## src/rtl/amstrad_wait_seq_if.sv

```systemverilog
// Bus bundle between the CPU-side timing logic and the wait sequencer:
// clock-enable/handshake inputs and the wait, enable and statistics outputs.
interface amstrad_wait_seq_if #(
    parameter int PH_W  = 2,
    parameter int CNT_W = 16
);
    logic             ce_4p;
    logic             no_wait;
    logic             phase_sync;
    logic             mreq_n;
    logic             iorq_n;
    logic             rfsh_n;
    logic             stat_clr;
    logic             wait_n;
    logic             cpu_ce;
    logic             cyc_1m;
    logic             vid_ce;
    logic [PH_W-1:0]  phase;
    logic [CNT_W-1:0] wait_cnt;

    modport master (
        output ce_4p, no_wait, phase_sync, mreq_n, iorq_n, rfsh_n, stat_clr,
        input  wait_n, cpu_ce, cyc_1m, vid_ce, phase, wait_cnt
    );

    modport slave (
        input  ce_4p, no_wait, phase_sync, mreq_n, iorq_n, rfsh_n, stat_clr,
        output wait_n, cpu_ce, cyc_1m, vid_ce, phase, wait_cnt
    );
endinterface

```

## src/rtl/amstrad_wait_seq.sv

```systemverilog
// Gate-array style CPU wait sequencer: stretches each CPU access so it is
// released on a fixed bus phase, with optional extra periods for IO cycles.
module amstrad_wait_seq #(
    parameter int               PERIOD        = 4,
    parameter int               RELEASE_PHASE = 0,
    parameter int               IO_EXTRA      = 0,
    parameter logic [PERIOD-1:0] VID_MASK     = 4'b1010,
    parameter int               CNT_W         = 16
) (
    input logic               clk,
    input logic               reset,
    amstrad_wait_seq_if.slave bus
);
    localparam int              PH_W      = (PERIOD > 1) ? $clog2(PERIOD) : 1;
    localparam logic [PH_W-1:0] PH_LAST   = PH_W'(PERIOD - 1);
    localparam logic [PH_W-1:0] PH_REL    = PH_W'(RELEASE_PHASE);
    localparam logic [2:0]      XLOAD     = 3'(IO_EXTRA);
    localparam logic            IO_EXT_EN = (IO_EXTRA != 0);

    typedef enum logic [1:0] {
        S_IDLE   = 2'd0,
        S_WAIT   = 2'd1,
        S_IOWAIT = 2'd2,
        S_HOLD   = 2'd3
    } state_t;

    state_t           state_r;
    state_t           state_s;
    logic [PH_W-1:0]  phase_r;
    logic [2:0]       xcnt_r;
    logic [2:0]       xcnt_s;
    logic             old_acc_r;
    logic             wait_n_r;
    logic             wait_n_s;
    logic [CNT_W-1:0] wait_cnt_r;

    logic acc_s;
    logic is_io_s;
    logic io_ext_s;
    logic start_s;
    logic at_rel_s;

    assign acc_s    = (~bus.mreq_n & bus.rfsh_n) | ~bus.iorq_n;
    assign is_io_s  = ~bus.iorq_n;
    assign io_ext_s = is_io_s & IO_EXT_EN;
    assign start_s  = bus.ce_4p & acc_s & ~old_acc_r;
    assign at_rel_s = (phase_r == PH_REL);

    // Phase counter: free-running on ce_4p, resynchronised only on a tick.
    always_ff @(posedge clk) begin
        if (reset) begin
            phase_r <= '0;
        end else if (bus.ce_4p) begin
            if (bus.phase_sync || (phase_r == PH_LAST)) begin
                phase_r <= '0;
            end else begin
                phase_r <= phase_r + PH_W'(1);
            end
        end else begin
            phase_r <= phase_r;
        end
    end

    // Access edge detector, sampled only on ticks.
    always_ff @(posedge clk) begin
        if (reset) begin
            old_acc_r <= 1'b0;
        end else if (bus.ce_4p) begin
            old_acc_r <= acc_s;
        end else begin
            old_acc_r <= old_acc_r;
        end
    end

    // Next-state logic; a dropped access aborts a wait ahead of the release check.
    always_comb begin
        state_s = state_r;
        xcnt_s  = xcnt_r;
        if (bus.no_wait) begin
            state_s = S_IDLE;
        end else if (bus.ce_4p) begin
            case (state_r)
                S_IDLE: begin
                    if (!start_s) begin
                        state_s = S_IDLE;
                    end else if (!at_rel_s) begin
                        state_s = S_WAIT;
                    end else if (io_ext_s) begin
                        state_s = S_IOWAIT;
                        xcnt_s  = XLOAD;
                    end else begin
                        state_s = S_HOLD;
                    end
                end
                S_WAIT: begin
                    if (!acc_s) begin
                        state_s = S_IDLE;
                    end else if (!at_rel_s) begin
                        state_s = S_WAIT;
                    end else if (io_ext_s) begin
                        state_s = S_IOWAIT;
                        xcnt_s  = XLOAD;
                    end else begin
                        state_s = S_HOLD;
                    end
                end
                S_IOWAIT: begin
                    if (!acc_s) begin
                        state_s = S_IDLE;
                    end else if (at_rel_s) begin
                        xcnt_s = xcnt_r - 3'd1;
                        if (xcnt_r == 3'd1) begin
                            state_s = S_HOLD;
                        end else begin
                            state_s = S_IOWAIT;
                        end
                    end else begin
                        state_s = S_IOWAIT;
                    end
                end
                S_HOLD: begin
                    if (!acc_s) begin
                        state_s = S_IDLE;
                    end else begin
                        state_s = S_HOLD;
                    end
                end
                default: begin
                    state_s = S_IDLE;
                end
            endcase
        end else begin
            state_s = state_r;
        end
        wait_n_s = ~((state_s == S_WAIT) || (state_s == S_IOWAIT));
    end

    // FSM, extra-period counter and registered wait output.
    always_ff @(posedge clk) begin
        if (reset) begin
            state_r  <= S_IDLE;
            xcnt_r   <= 3'd0;
            wait_n_r <= 1'b1;
        end else begin
            state_r  <= state_s;
            xcnt_r   <= xcnt_s;
            wait_n_r <= wait_n_s;
        end
    end

    // Saturating count of ticks the CPU spent stalled.
    always_ff @(posedge clk) begin
        if (reset || bus.stat_clr) begin
            wait_cnt_r <= '0;
        end else if (bus.ce_4p && !wait_n_r && !(&wait_cnt_r)) begin
            wait_cnt_r <= wait_cnt_r + CNT_W'(1);
        end else begin
            wait_cnt_r <= wait_cnt_r;
        end
    end

    assign bus.wait_n   = wait_n_r;
    assign bus.cpu_ce   = bus.ce_4p & wait_n_r;
    assign bus.cyc_1m   = (phase_r == PH_LAST);
    assign bus.vid_ce   = bus.ce_4p & VID_MASK[phase_r];
    assign bus.phase    = phase_r;
    assign bus.wait_cnt = wait_cnt_r;
endmodule

```

## src/flat_wrapper.sv

```systemverilog
// flat-port wrapper written by rule: the top's interface ports become plain ports
module amstrad_wait_seq_flat 
#(
    parameter int               PERIOD        = 4,
    parameter int               RELEASE_PHASE = 0,
    parameter int               IO_EXTRA      = 0,
    parameter logic [PERIOD-1:0] VID_MASK     = 4'b1010,
    parameter int               CNT_W         = 16
)
  (clk, reset, bus_ce_4p, bus_no_wait, bus_phase_sync, bus_mreq_n, bus_iorq_n, bus_rfsh_n, bus_stat_clr, bus_wait_n, bus_cpu_ce, bus_cyc_1m, bus_vid_ce, bus_phase, bus_wait_cnt);
  amstrad_wait_seq_if #(.PH_W(2), .CNT_W(CNT_W)) bus_i ();
  input logic clk;
  input logic reset;
  input wire logic [$bits(bus_i.ce_4p)-1:0] bus_ce_4p;
  input wire logic [$bits(bus_i.no_wait)-1:0] bus_no_wait;
  input wire logic [$bits(bus_i.phase_sync)-1:0] bus_phase_sync;
  input wire logic [$bits(bus_i.mreq_n)-1:0] bus_mreq_n;
  input wire logic [$bits(bus_i.iorq_n)-1:0] bus_iorq_n;
  input wire logic [$bits(bus_i.rfsh_n)-1:0] bus_rfsh_n;
  input wire logic [$bits(bus_i.stat_clr)-1:0] bus_stat_clr;
  output wire logic [$bits(bus_i.wait_n)-1:0] bus_wait_n;
  output wire logic [$bits(bus_i.cpu_ce)-1:0] bus_cpu_ce;
  output wire logic [$bits(bus_i.cyc_1m)-1:0] bus_cyc_1m;
  output wire logic [$bits(bus_i.vid_ce)-1:0] bus_vid_ce;
  output wire logic [$bits(bus_i.phase)-1:0] bus_phase;
  output wire logic [$bits(bus_i.wait_cnt)-1:0] bus_wait_cnt;
  assign bus_i.ce_4p = bus_ce_4p;
  assign bus_i.no_wait = bus_no_wait;
  assign bus_i.phase_sync = bus_phase_sync;
  assign bus_i.mreq_n = bus_mreq_n;
  assign bus_i.iorq_n = bus_iorq_n;
  assign bus_i.rfsh_n = bus_rfsh_n;
  assign bus_i.stat_clr = bus_stat_clr;
  assign bus_wait_n = bus_i.wait_n;
  assign bus_cpu_ce = bus_i.cpu_ce;
  assign bus_cyc_1m = bus_i.cyc_1m;
  assign bus_vid_ce = bus_i.vid_ce;
  assign bus_phase = bus_i.phase;
  assign bus_wait_cnt = bus_i.wait_cnt;
  amstrad_wait_seq #(.PERIOD(PERIOD), .RELEASE_PHASE(RELEASE_PHASE), .IO_EXTRA(IO_EXTRA), .VID_MASK(VID_MASK), .CNT_W(CNT_W)) u_core (.clk(clk), .reset(reset), .bus(bus_i));
endmodule
```

## config.mk

```make
export PLATFORM = sky130hd
export DESIGN_NAME = amstrad_wait_seq_flat
export DESIGN_NICKNAME = d
export VERILOG_FILES = /design/src/rtl/amstrad_wait_seq_if.sv /design/src/rtl/amstrad_wait_seq.sv /design/src/flat_wrapper.sv
export SDC_FILE = /design/constraint.sdc
export NUM_CORES = 1
export LEC_CHECK = 0
export ABC_AREA = 0
export BUFFER_PORTS_ARGS = -buffer_cell sky130_fd_sc_hd__buf_4
export CAP_MARGIN = 25
export CORE_ASPECT_RATIO = 1.2
export CORE_UTILIZATION = 25
export DETAILED_ROUTE_END_ITERATION = 10
export PLACE_DENSITY_LB_ADDON = 0.05
export SLEW_MARGIN = 20
export SYNTH_ARGS = -nofsm -noshare
export SYNTH_HDL_FRONTEND = slang
export SYNTH_SLANG_ARGS = --single-unit
```

## constraint.sdc

```tcl
create_clock -name clk -period 2.1 [get_ports clk]
set_input_delay 0.42 -clock clk [delete_from_list [all_inputs] [get_ports clk]]
set_output_delay 0.42 -clock clk [all_outputs]
set_load 0.01 [all_outputs]
```

==> results.md, run 1 <==
- Combinational Power Share: 8.1%
- Relative slew slack: 58.66%
- Period utilization: 81.73%
- Placed cell areas: 0.001660 mm²
- Clock share of power: 34.5%
- Vert. Die Dim: 82.39 µm
- DRT iter0 DRCs: 70
- Maximum resistive drop on vdd: 303.0 µV
- Worst skew pair latency: 0.27 ns
- Layout area overhead: 26.77%
- Fmax: 582.6 MHz
- Die span in x: 68.99 µm
- First-pass GRT wire length: 5775 µm
- Critical path's top delay family: simple AND/OR/NAND/NOR gates
- Area occupied by multi-input gates: 773.2 µm²
- Post-Route Utilization: 33.83%
- Buffers on Ports: 30
- Clock-pin slew on the worst setup and hold paths: 0.09 ns
- Placed insts: 253
- Root buf cell: clkbuf_8
- Via Count: 1302
- Max-Cap Viols: 0
- Layout Skew: 0.003417 ns
- CP Max Fanout: 8
- Synth unique cells: 44
- Asr flop ratio synth: 0%
- Post-layout nets: 212
- Hold-fix buffers, CTS: 0
- Leak: 0.6184 nW
- Cts bufs inserted: 3
- Worst setup path class: reg -> reg
- Register area share after synthesis: 37.17%
- Max stage delay on crit path: 0.60 ns
- Initial Util: 26.69%
- Largest net degree at the start of global routing: 17
- Mapped Cells: 163
- Vias/cell: 5.066
- Ys flop type: dfxtp_1
- CTS H-tree lvls: 1
- Hold crit path type: in -> reg
- Mean Syn Cell Area: 8.259 µm²
- Syn_nets: 177
- Synth Register Bits: 25
- Number of global-route vias before repair: 1227
- Placed wire-length estimate: 2669 µm
- CP arrival: 1.92 ns
- PwrDens: 497.1 mW/mm²
- Psw: 0.2017 mW
- YS warnings: 0
- Post-synth EDFFs: 0
- Worst Path Required: 2.30 ns
- Row count: 28
- RSZ-0062 raised after global routing: no
- CTS tree: done
- CP Launch Type: register
- Final RePlAce weighted congestion: 0.7489
- DRC Markers: 0
- Setup_tns: 0 ns
- Worst path bufs/invs: 0
- Hold WS: 0.3762 ns
- Final hold viol count: 0
- Final WL: 3517 µm
- Post-route setup slack: 0.3837 ns
- Pre-CTS WS: 0.2721 ns
- Post-CTS Resized: 0
- Fin cells: 257
- Cell Int Power: 0.6466 mW
- Drt pass-1 iters: 4
- Post-CTS setup buffer count: 0
- Status: finished, final reports clean
- Filler Cell Count: 558
- Final Max Tran Viols: 0
- Drt wl/cell: 13.68 µm
- Total chip power: 0.8483 mW
- Final ANT Viol Nets: 0
- Critical path capture point type: register
- Worst slew pin tran: 0.6150 ns
- Gr usage total: 13.71%
- Num ports: 31
- Clock sink count: 25
- Core ar.: 0.005045 mm²
- Period minus WS final: 1.716 ns
- Clock Tree Buf Depth: 2
- Sw Ratio: 23.77%
- Final setup fails: 0
- Register share of total power: 57.3%
- Layout cells sized above 1: 26.90%
- Sequential cell area: 500.5 µm²
- Inserted Diodes: 0
- Critical path, cell by cell: nand4_2 > or4_4 > a31o_1 > a21oi_1
- Finished Cell Area: 0.001707 mm²
- Die Footprint: 0.005684 mm²
- Grt ovf: 0
- Synthesized area: 0.001346 mm²
- Critical path's slowest cell: or4_4
- Initial antenna violation count: 0
cell type report:
type	count	share of cell area (%)
tap	60	4.399
multi-input combinational	121	45.31
inverter	11	2.419
sequential	25	29.33
clock buffer	3	2.419
timing repair buffer	36	15.84
clock inverter	1	0.2933
state kept, by name (all words and copies together), names as in the netlist:
name                 flops
u_core.bus.phase         2
u_core.bus.wait_cnt     16
u_core.bus.wait_n        1
u_core.old_acc_r         1
u_core.state_r           2
u_core.xcnt_r            3
power by group through the flow:
| stage | clock, mW | sequential [mW] | combinational (mW) |
|---|---|---|---|
| floorplan | 0 | 0.497 | 0.0391 |
| CTS | 0.316 | 0.487 | 0.0700 |
| detailed placement | 0 | 0.497 | 0.0697 |
| global route | 0.332 | 0.488 | 0.0763 |
| global placement | 0 | 0.497 | 0.0691 |
| finish | 0.293 | 0.486 | 0.0691 |
layer usage:
metal	vias to the layer above	wire [µm]	share of wire, %	global-route usage, %
li1	677	-	-	-
met1	590	1591	45	16.72
met2	31	1758	50	24.17
met3	4	130	3.7	1.648
met4	0	36	1.0	4.898
met5	-	0	0	0
layout by cell type (no fill, tap or decap), drive strengths merged, types with 5 or more instances in the layout:
cell type and instances:
a21oi 16, buf 36, dfxtp 25, ha 5, inv 11, nand2 11
nand3 5, nand4 9, nor2 12, nor3 6, o21ai 9
final timing paths:
path / slack (ns) / start / endpoint / cells past startpoint
min: 0.38 / bus_no_wait / u_core.bus.wait_n / 3
max reg2reg: 0.38 / u_core.bus.wait_cnt[11] / u_core.bus.wait_cnt[8] / 4
max: 0.38 / u_core.bus.wait_cnt[11] / u_core.bus.wait_cnt[8] / 4
min reg2reg: 0.48 / u_core.xcnt_r[1] / u_core.xcnt_r[1] / 2
synthesized netlist by cell type (3+ instances only):
cell type  number  area share [%]
a211oi_1        3             1.7
a21oi_1        16             5.9
a31o_2          3             2.0
dfxtp_1        25              37
ha_1            5             4.6
inv_1          11             3.1
nand2_1        11             3.1
nand2b_1        3             1.4
nand3_1         4             1.5
nand4_1         8             3.7
nor2_1         12             3.3
nor3_1          6             2.2
nor4_1          3             1.4
o21ai_0         9             3.3
or3_1           4             1.9
or4_1           3             1.7
logic make-up after synthesis:
logic type	count (synthesis)	synth area share [%]
compound gates	44	21.00
flops	25	37.17
xor+xnor	2	1.301
buf+inv	17	5.390
fa+ha+maj	5	4.647
mux	1	0.8364
simple gates	69	29.65
worst reg2reg max path, stage by stage (launching register included):
cell	delay, ns
dfxtp_1	0.49
nand4_2	0.21
or4_4	0.60
a31o_1	0.23
a21oi_1	0.13
Power figures use the tool's default switching activity.
==> inputs of run 2 (changes only) <==
ABC_AREA = 1   (was 0)
clock period = 1.7 ns   (was 2.1 ns; I/O delays follow)
==> results.md, run 2 <==
- Status: finished, final reports clean
- Root buf cell: clkbuf_8
- Asr flop ratio synth: 0% (unchanged)
- Number of global-route vias before repair: 1465 (+19%)
- RR Endpoint: u_core.bus.wait_cnt[15]
- Most common cell after layout, fill and taps aside: nand2_1
- Period minus WS final: 1.522 ns (-0.1946 ns)
- Final setup fails: 0 (unchanged)
- Ys flop type: dfxtp_1
- Hold-fix buffers, CTS: 0 (unchanged)
- Max stage delay on crit path: 0.41 ns (-0.19 ns)
- Num ports: 31 (unchanged)
- Vias/cell: 4.294 (-15%)
- Layout Skew: 0.002242 ns (-0.001175 ns)
- Cts bufs inserted: 3 (unchanged)
- Pre-CTS WS: 0.1663 ns (-0.1058 ns)
- Fin cells: 343 (+33%)
- Grt ovf: 0 (unchanged)
- CTS H-tree lvls: 1 (unchanged)
- Final ANT Viol Nets: 0 (unchanged)
- Worst setup path class: reg -> reg
- Clock-pin slew on the worst setup and hold paths: 0.10 ns (about the same)
- CP arrival: 1.67 ns (-0.25 ns)
- First-pass GRT wire length: 6713 µm (+16%)
- Final hold viol count: 0 (unchanged)
- Initial Util: 26.52% (-0.17 points)
- Clock sink count: 25 (unchanged)
- Hold Startpoint: reset
- Die span in x: 73.48 µm (+6.5%)
- Reg2reg setup slack: 0.18 ns (-0.21 ns)
- Placed insts: 339 (+34%)
- DRC Markers: 0 (unchanged)
- Most frequent cells in the layout: 74 x nand2_1, 39 x buf_4, 27 x inv_1
- Reg2Reg Depth: 7 (+3)
- Final Max Tran Viols: 0 (unchanged)
- Via Count: 1473 (+13%)
- Die Footprint: 0.006449 mm² (+13%)
- Hold depth: 2 (-1)
- Max-Cap Viols: 0 (unchanged)
- Clock Tree Buf Depth: 2 (unchanged)
- Drt wl/cell: 11.80 µm (-14%)
- Setup_tns: 0 ns (unchanged)
- CP Max Fanout: 15 (+7)
- Post-synth EDFFs: 0 (unchanged)
- Largest register FFs: 16 (unchanged)
- Sequential cell area: 500.5 µm² (unchanged)
- Placed wire-length estimate: 3132 µm (+17%)
- Count leader, synth: nand2_1
- RR Startpoint: u_core.bus.wait_cnt[1]
- Maximum resistive drop on vdd: 274.7 µV (-9.3%)
- Core ar.: 0.005781 mm² (+15%)
- Final RePlAce weighted congestion: 0.7745 (+3.4%)
- RSZ-0062 raised after global routing: no
- Post-route setup slack: 0.1783 ns (-0.2054 ns)
- Inserted Diodes: 0 (unchanged)
- Worst skew pair latency: 0.28 ns (about the same)
- Layout area overhead: 26.29%
- Cell taking the most area after synthesis: dfxtp_1
- PwrDens: 571.6 mW/mm² (+15%)
- Period utilization: 89.51% (+7.8 points)
- Leak: 0.7655 nW (+24%)
- Post-CTS setup buffer count: 0 (unchanged)
- Largest net degree at the start of global routing: 17 (unchanged)
- Final WL: 4049 µm (+15%)
- Top cell type's share of synthesized area: 32.65% (-4.5 points)
- Layout cells sized above 1: 26.24% (-0.67 points)
- Syn_nets: 238 (+34%)
- Synth Register Bits: 25 (unchanged)
- Gr usage total: 13.80% (+0.093 points)
- Critical path's slowest cell: dfxtp_1
- CP Launch Type: register
- Post-CTS Resized: 0 (unchanged)
- Hold crit path type: in -> reg
- Area occupied by multi-input gates: 892.1 µm² (+15%)
- Critical path, cell by cell: ha_2 > nand3_2 > inv_2 > nand2_2 > o21a_4 > nand2_1 > a21oi_2
- Worst slew pin tran: 0.6751 ns (+0.06019 ns)
- Filler Cell Count: 681 (+22%)
- Post-layout nets: 278 (+31%)
- Row count: 30 (+7.1%)
- Initial antenna violation count: 0 (unchanged)
- YS warnings: 0 (unchanged)
- Vert. Die Dim: 87.77 µm (+6.5%)
- Worst Path Required: 1.85 ns (-0.45 ns)
- Drt pass-1 iters: 4 (unchanged)
- CTS tree: done
- Register area share after synthesis: 32.65% (-4.5 points)
- Mapped Cells: 224 (+37%)
- Buffers on Ports: 30 (unchanged)
- Critical path capture point type: register
- Synthesized area: 0.001533 mm² (+14%)
- Fmax: 657.1 MHz (+13%)
- Hold WS: 0.2742 ns (-0.1019 ns)
- Relative slew slack: 54.94% (-3.7 points)
- Post-Route Utilization: 33.48% (-0.34 points)
- DRT iter0 DRCs: 50 (-29%)
- Mean Syn Cell Area: 6.843 µm² (-17%)
- Min-Delay Endpoint: u_core.old_acc_r
- Top cells by count, synth: 74 x nand2_1, 27 x inv_1, 25 x dfxtp_1
- Synth unique cells: 27 (-39%)
- Area contributors post-synth: dfxtp_1 33%, nand2_1 18%, inv_1 6.6%
==> run 2: cell families (layout without fill, tap and decap cells) <==
logic type	count (synthesis)	count (layout)	share of synthesized area (%)
simple gates	125	125	36.90
buf+inv	32	71	9.306
compound gates	30	30	13.06
flops	25	25	32.65
xor+xnor	7	7	4.000
fa+ha+maj	5	5	4.082
==> run 2: how the worst max path moves through the flow <==
stage,start,end,cells after the start
final,u_core.bus.wait_cnt[1],u_core.bus.wait_cnt[15],7
after detailed placement,u_core.bus.wait_cnt[1],u_core.bus.wait_cnt[15],7
after global routing,u_core.bus.wait_cnt[1],u_core.bus.wait_cnt[3],7
after floorplan,u_core.bus.wait_cnt[0],u_core.bus.wait_cnt[2],8
after global placement,u_core.bus.wait_cnt[1],u_core.bus.wait_cnt[6],7
after CTS,u_core.bus.wait_cnt[1],u_core.bus.wait_cnt[15],7
==> run 2: layout make-up <==
type,count,area share (%)
Timing Repair Buffer,39,15.13
Tap cell,80,5.171
Sequential cell,25,25.86
Inverter,28,5.430
Clock buffer,4,2.327
Multi-Input combinational cell,167,46.09
==> run 2: critical path, delay by kind of cell, from the launching register on <==
family          cells  cell delay (ns)
flops               1             0.41
compound gates      2             0.34
simple gates        3             0.29
fa+ha+maj           1             0.23
buf+inv             1             0.12
==> run 2: metrics by stage <==
stage	power (mW)	cell area (µm²)
after floorplan	0.6908	1533
after global placement	0.7356	1888
after detailed placement	0.7349	1888
after CTS	1.128	1933
after global routing	1.159	1936
final	1.106	1936
==> run 2: power by group <==
part / internal [mW] / switching [mW] / leakage, nW / total [mW]
Sequential: 0.595 / 0.00796 / 0.202 / 0.603
Combinational: 0.0458 / 0.0693 / 0.540 / 0.115
Clock: 0.168 / 0.220 / 0.0228 / 0.388
==> run 2: routing by layer <==
layer  global-route usage (%)  up-vias  routed length (µm)
met3                    1.841        6                 110
met1                    15.38      659                1804
li1                         -      783                   -
met4                    6.294        0                  76
met2                    25.60       25                2058
met5                        0        -                   0
==> inputs of run 3 (changes only) <==
ABC_AREA = not set   (was 1)
==> results.md, run 3 (same netlist as run 1, synthesis figures left out) <==
- Final WL: 3715 µm (-8.2%)
- Inserted Diodes: 0 (unchanged)
- DRC Markers: 0 (unchanged)
- Final setup fails: 0 (unchanged)
- Critical path capture point type: register
- Number of global-route vias before repair: 1306 (-11%)
- Post-CTS Resized: 0 (unchanged)
- Final hold viol count: 0 (unchanged)
- Final Max Tran Viols: 0 (unchanged)
- Critical path, cell by cell: ha_1 > nand4_1 > nor4_1 > buf_4 > or4_1 > a21oi_1
- Critical path's top delay family: simple AND/OR/NAND/NOR gates
- Clock sink count: 25 (unchanged)
- Hold crit path type: in -> reg
- Period utilization: 94.78% (+5.3 points)
- Num ports: 31 (unchanged)
- Fin cells: 265 (-23%)
- RSZ-0062 raised after global routing: no
- Critical path's slowest cell: or4_1
- Layout cells sized above 1: 29.27% (+3.0 points)
- Max stage delay on crit path: 0.46 ns (+0.05 ns)
- CP Max Fanout: 13 (-2)
- CP Launch Type: register
- Largest net degree at the start of global routing: 16 (-1)
- DRT iter0 DRCs: 45 (-10%)
- Hold-fix buffers, CTS: 0 (unchanged)
- Placed insts: 261 (-23%)
- PwrDens: 601.8 mW/mm² (+5.3%)
- Die span in x: 68.99 µm (-6.1%)
- Drt wl/cell: 14.02 µm (+19%)
- Period minus WS final: 1.611 ns (+0.08944 ns)
- Vert. Die Dim: 82.39 µm (-6.1%)
- Core ar.: 0.005045 mm² (-13%)
- Via Count: 1363 (-7.5%)
- Area occupied by multi-input gates: 773.2 µm² (-13%)
- Post-layout nets: 220 (-21%)
- Most common cell after layout, fill and taps aside: buf_4
- Worst Path Required: 1.91 ns (+0.06 ns)
- Die Footprint: 0.005684 mm² (-12%)
- Buffers on Ports: 30 (unchanged)
- Layout area overhead: 31.13%
- Largest register FFs: 16 (unchanged)
- Worst path bufs/invs: 1 (unchanged)
- CTS H-tree lvls: 1 (unchanged)
- CP arrival: 1.82 ns (+0.15 ns)
- Leak: 0.6548 nW (-14%)
- First-pass GRT wire length: 6085 µm (-9.4%)
- Relative slew slack: 71.11% (+16 points)
- Total chip power: 1.063 mW (-4.0%)
- Status: finished, final reports clean
- Vias/cell: 5.143 (+20%)
- Worst slew pin tran: 0.4295 ns (-0.2457 ns)
- Most frequent cells in the layout: 44 x buf_4, 25 x dfxtp_1, 16 x a21oi_1
- Initial Util: 26.69% (+0.17 points)
- Gr usage total: 14.47% (+0.67 points)
- Filler Cell Count: 555 (-19%)
- Clock-pin slew on the worst setup and hold paths: 0.10 ns (about the same)
- Final RePlAce weighted congestion: 0.8255 (+6.6%)
- Setup_tns: 0 ns (unchanged)
- Sequential cell area: 500.5 µm² (unchanged)
- Post-CTS setup buffer count: 0 (unchanged)
- Placed wire-length estimate: 2901 µm (-7.4%)
- Cts bufs inserted: 3 (unchanged)
- Clock Tree Buf Depth: 2 (unchanged)
- Hold WS: 0.2923 ns (+0.01803 ns)
- Reg2reg setup slack: 0.09 ns (-0.09 ns)
- Maximum resistive drop on vdd: 223.8 µV (-19%)
- Worst skew pair latency: 0.28 ns (about the same)
- Grt ovf: 0 (unchanged)
- Final ANT Viol Nets: 0 (unchanged)
- Initial antenna violation count: 0 (unchanged)
- Worst setup path class: reg -> reg
- Max-Cap Viols: 0 (unchanged)
- Layout Skew: 0.005325 ns (+0.003082 ns)
- Row count: 28 (-6.7%)
- CTS tree: done
- Fmax: 620.7 MHz (-5.6%)
- Drt pass-1 iters: 4 (unchanged)
- Root buf cell: clkbuf_8
==> run 3: changes by cell type in the layout (fill, tap and decap cells not counted), moves of 4 or more <==
cell,change
a21oi_1,+8
nand3_1,-6
nand2_2,-5
inv_1,-16
buf_4,+5
nor2_1,-7
nand2_1,-63
or3_1,+4
nor3_1,+4
a21oi_2,-10
==> run 3: worst paths after layout <==
check	from	depth (start not counted)	endpoint
setup reg to reg	u_core.bus.wait_cnt[0]	6	u_core.bus.wait_cnt[7]
hold / removal	bus_no_wait	3	u_core.bus.wait_n
hold reg to reg	u_core.xcnt_r[1]	2	u_core.xcnt_r[1]
setup / recovery	u_core.bus.wait_cnt[0]	6	u_core.bus.wait_cnt[7]
==> run 3: through the flow <==
step                cell area (µm²)  setup WS (ns)  util, %
finish                         1765        0.08882    35.00
CTS                            1765        0.08815    35.00
global placement               1720         0.1284    34.10
global route                   1765       0.004025    35.00
detailed placement             1720         0.1134    34.10
floorplan                      1346         0.1487        -
==> run 3: layer usage <==
layer  global-route usage [%]  wire [µm]  vias to the layer above
li1                         -          -                      688
met1                    16.82       1568                      646
met3                    2.060        118                        4
met4                    5.510         49                        0
met5                        0          0                        -
met2                    26.12       1977                       25
==> run 3: power by group <==
group / switching [mW] / internal (mW) / total, mW
clock network: 0.206 / 0.168 / 0.375
logic: 0.0444 / 0.0428 / 0.0872
registers: 0.00733 / 0.593 / 0.601
total: 0.258 / 0.804 / 1.06
==> run 3: cell type report <==
type / count / area share, %
Multi-Input combinational cell: 121 / 43.80
Sequential cell: 25 / 28.35
Timing Repair Buffer: 44 / 18.71
Tap cell: 60 / 4.252
Clock buffer: 4 / 2.551
Inverter: 11 / 2.339
==> run 3: worst register-to-register path, stage by stage (launching register included) <==
cell and delay [ns]:
dfxtp_1 0.35, ha_1 0.25, nand4_1 0.12, nor4_1 0.06, buf_4 0.17, or4_1 0.47
a21oi_1 0.14
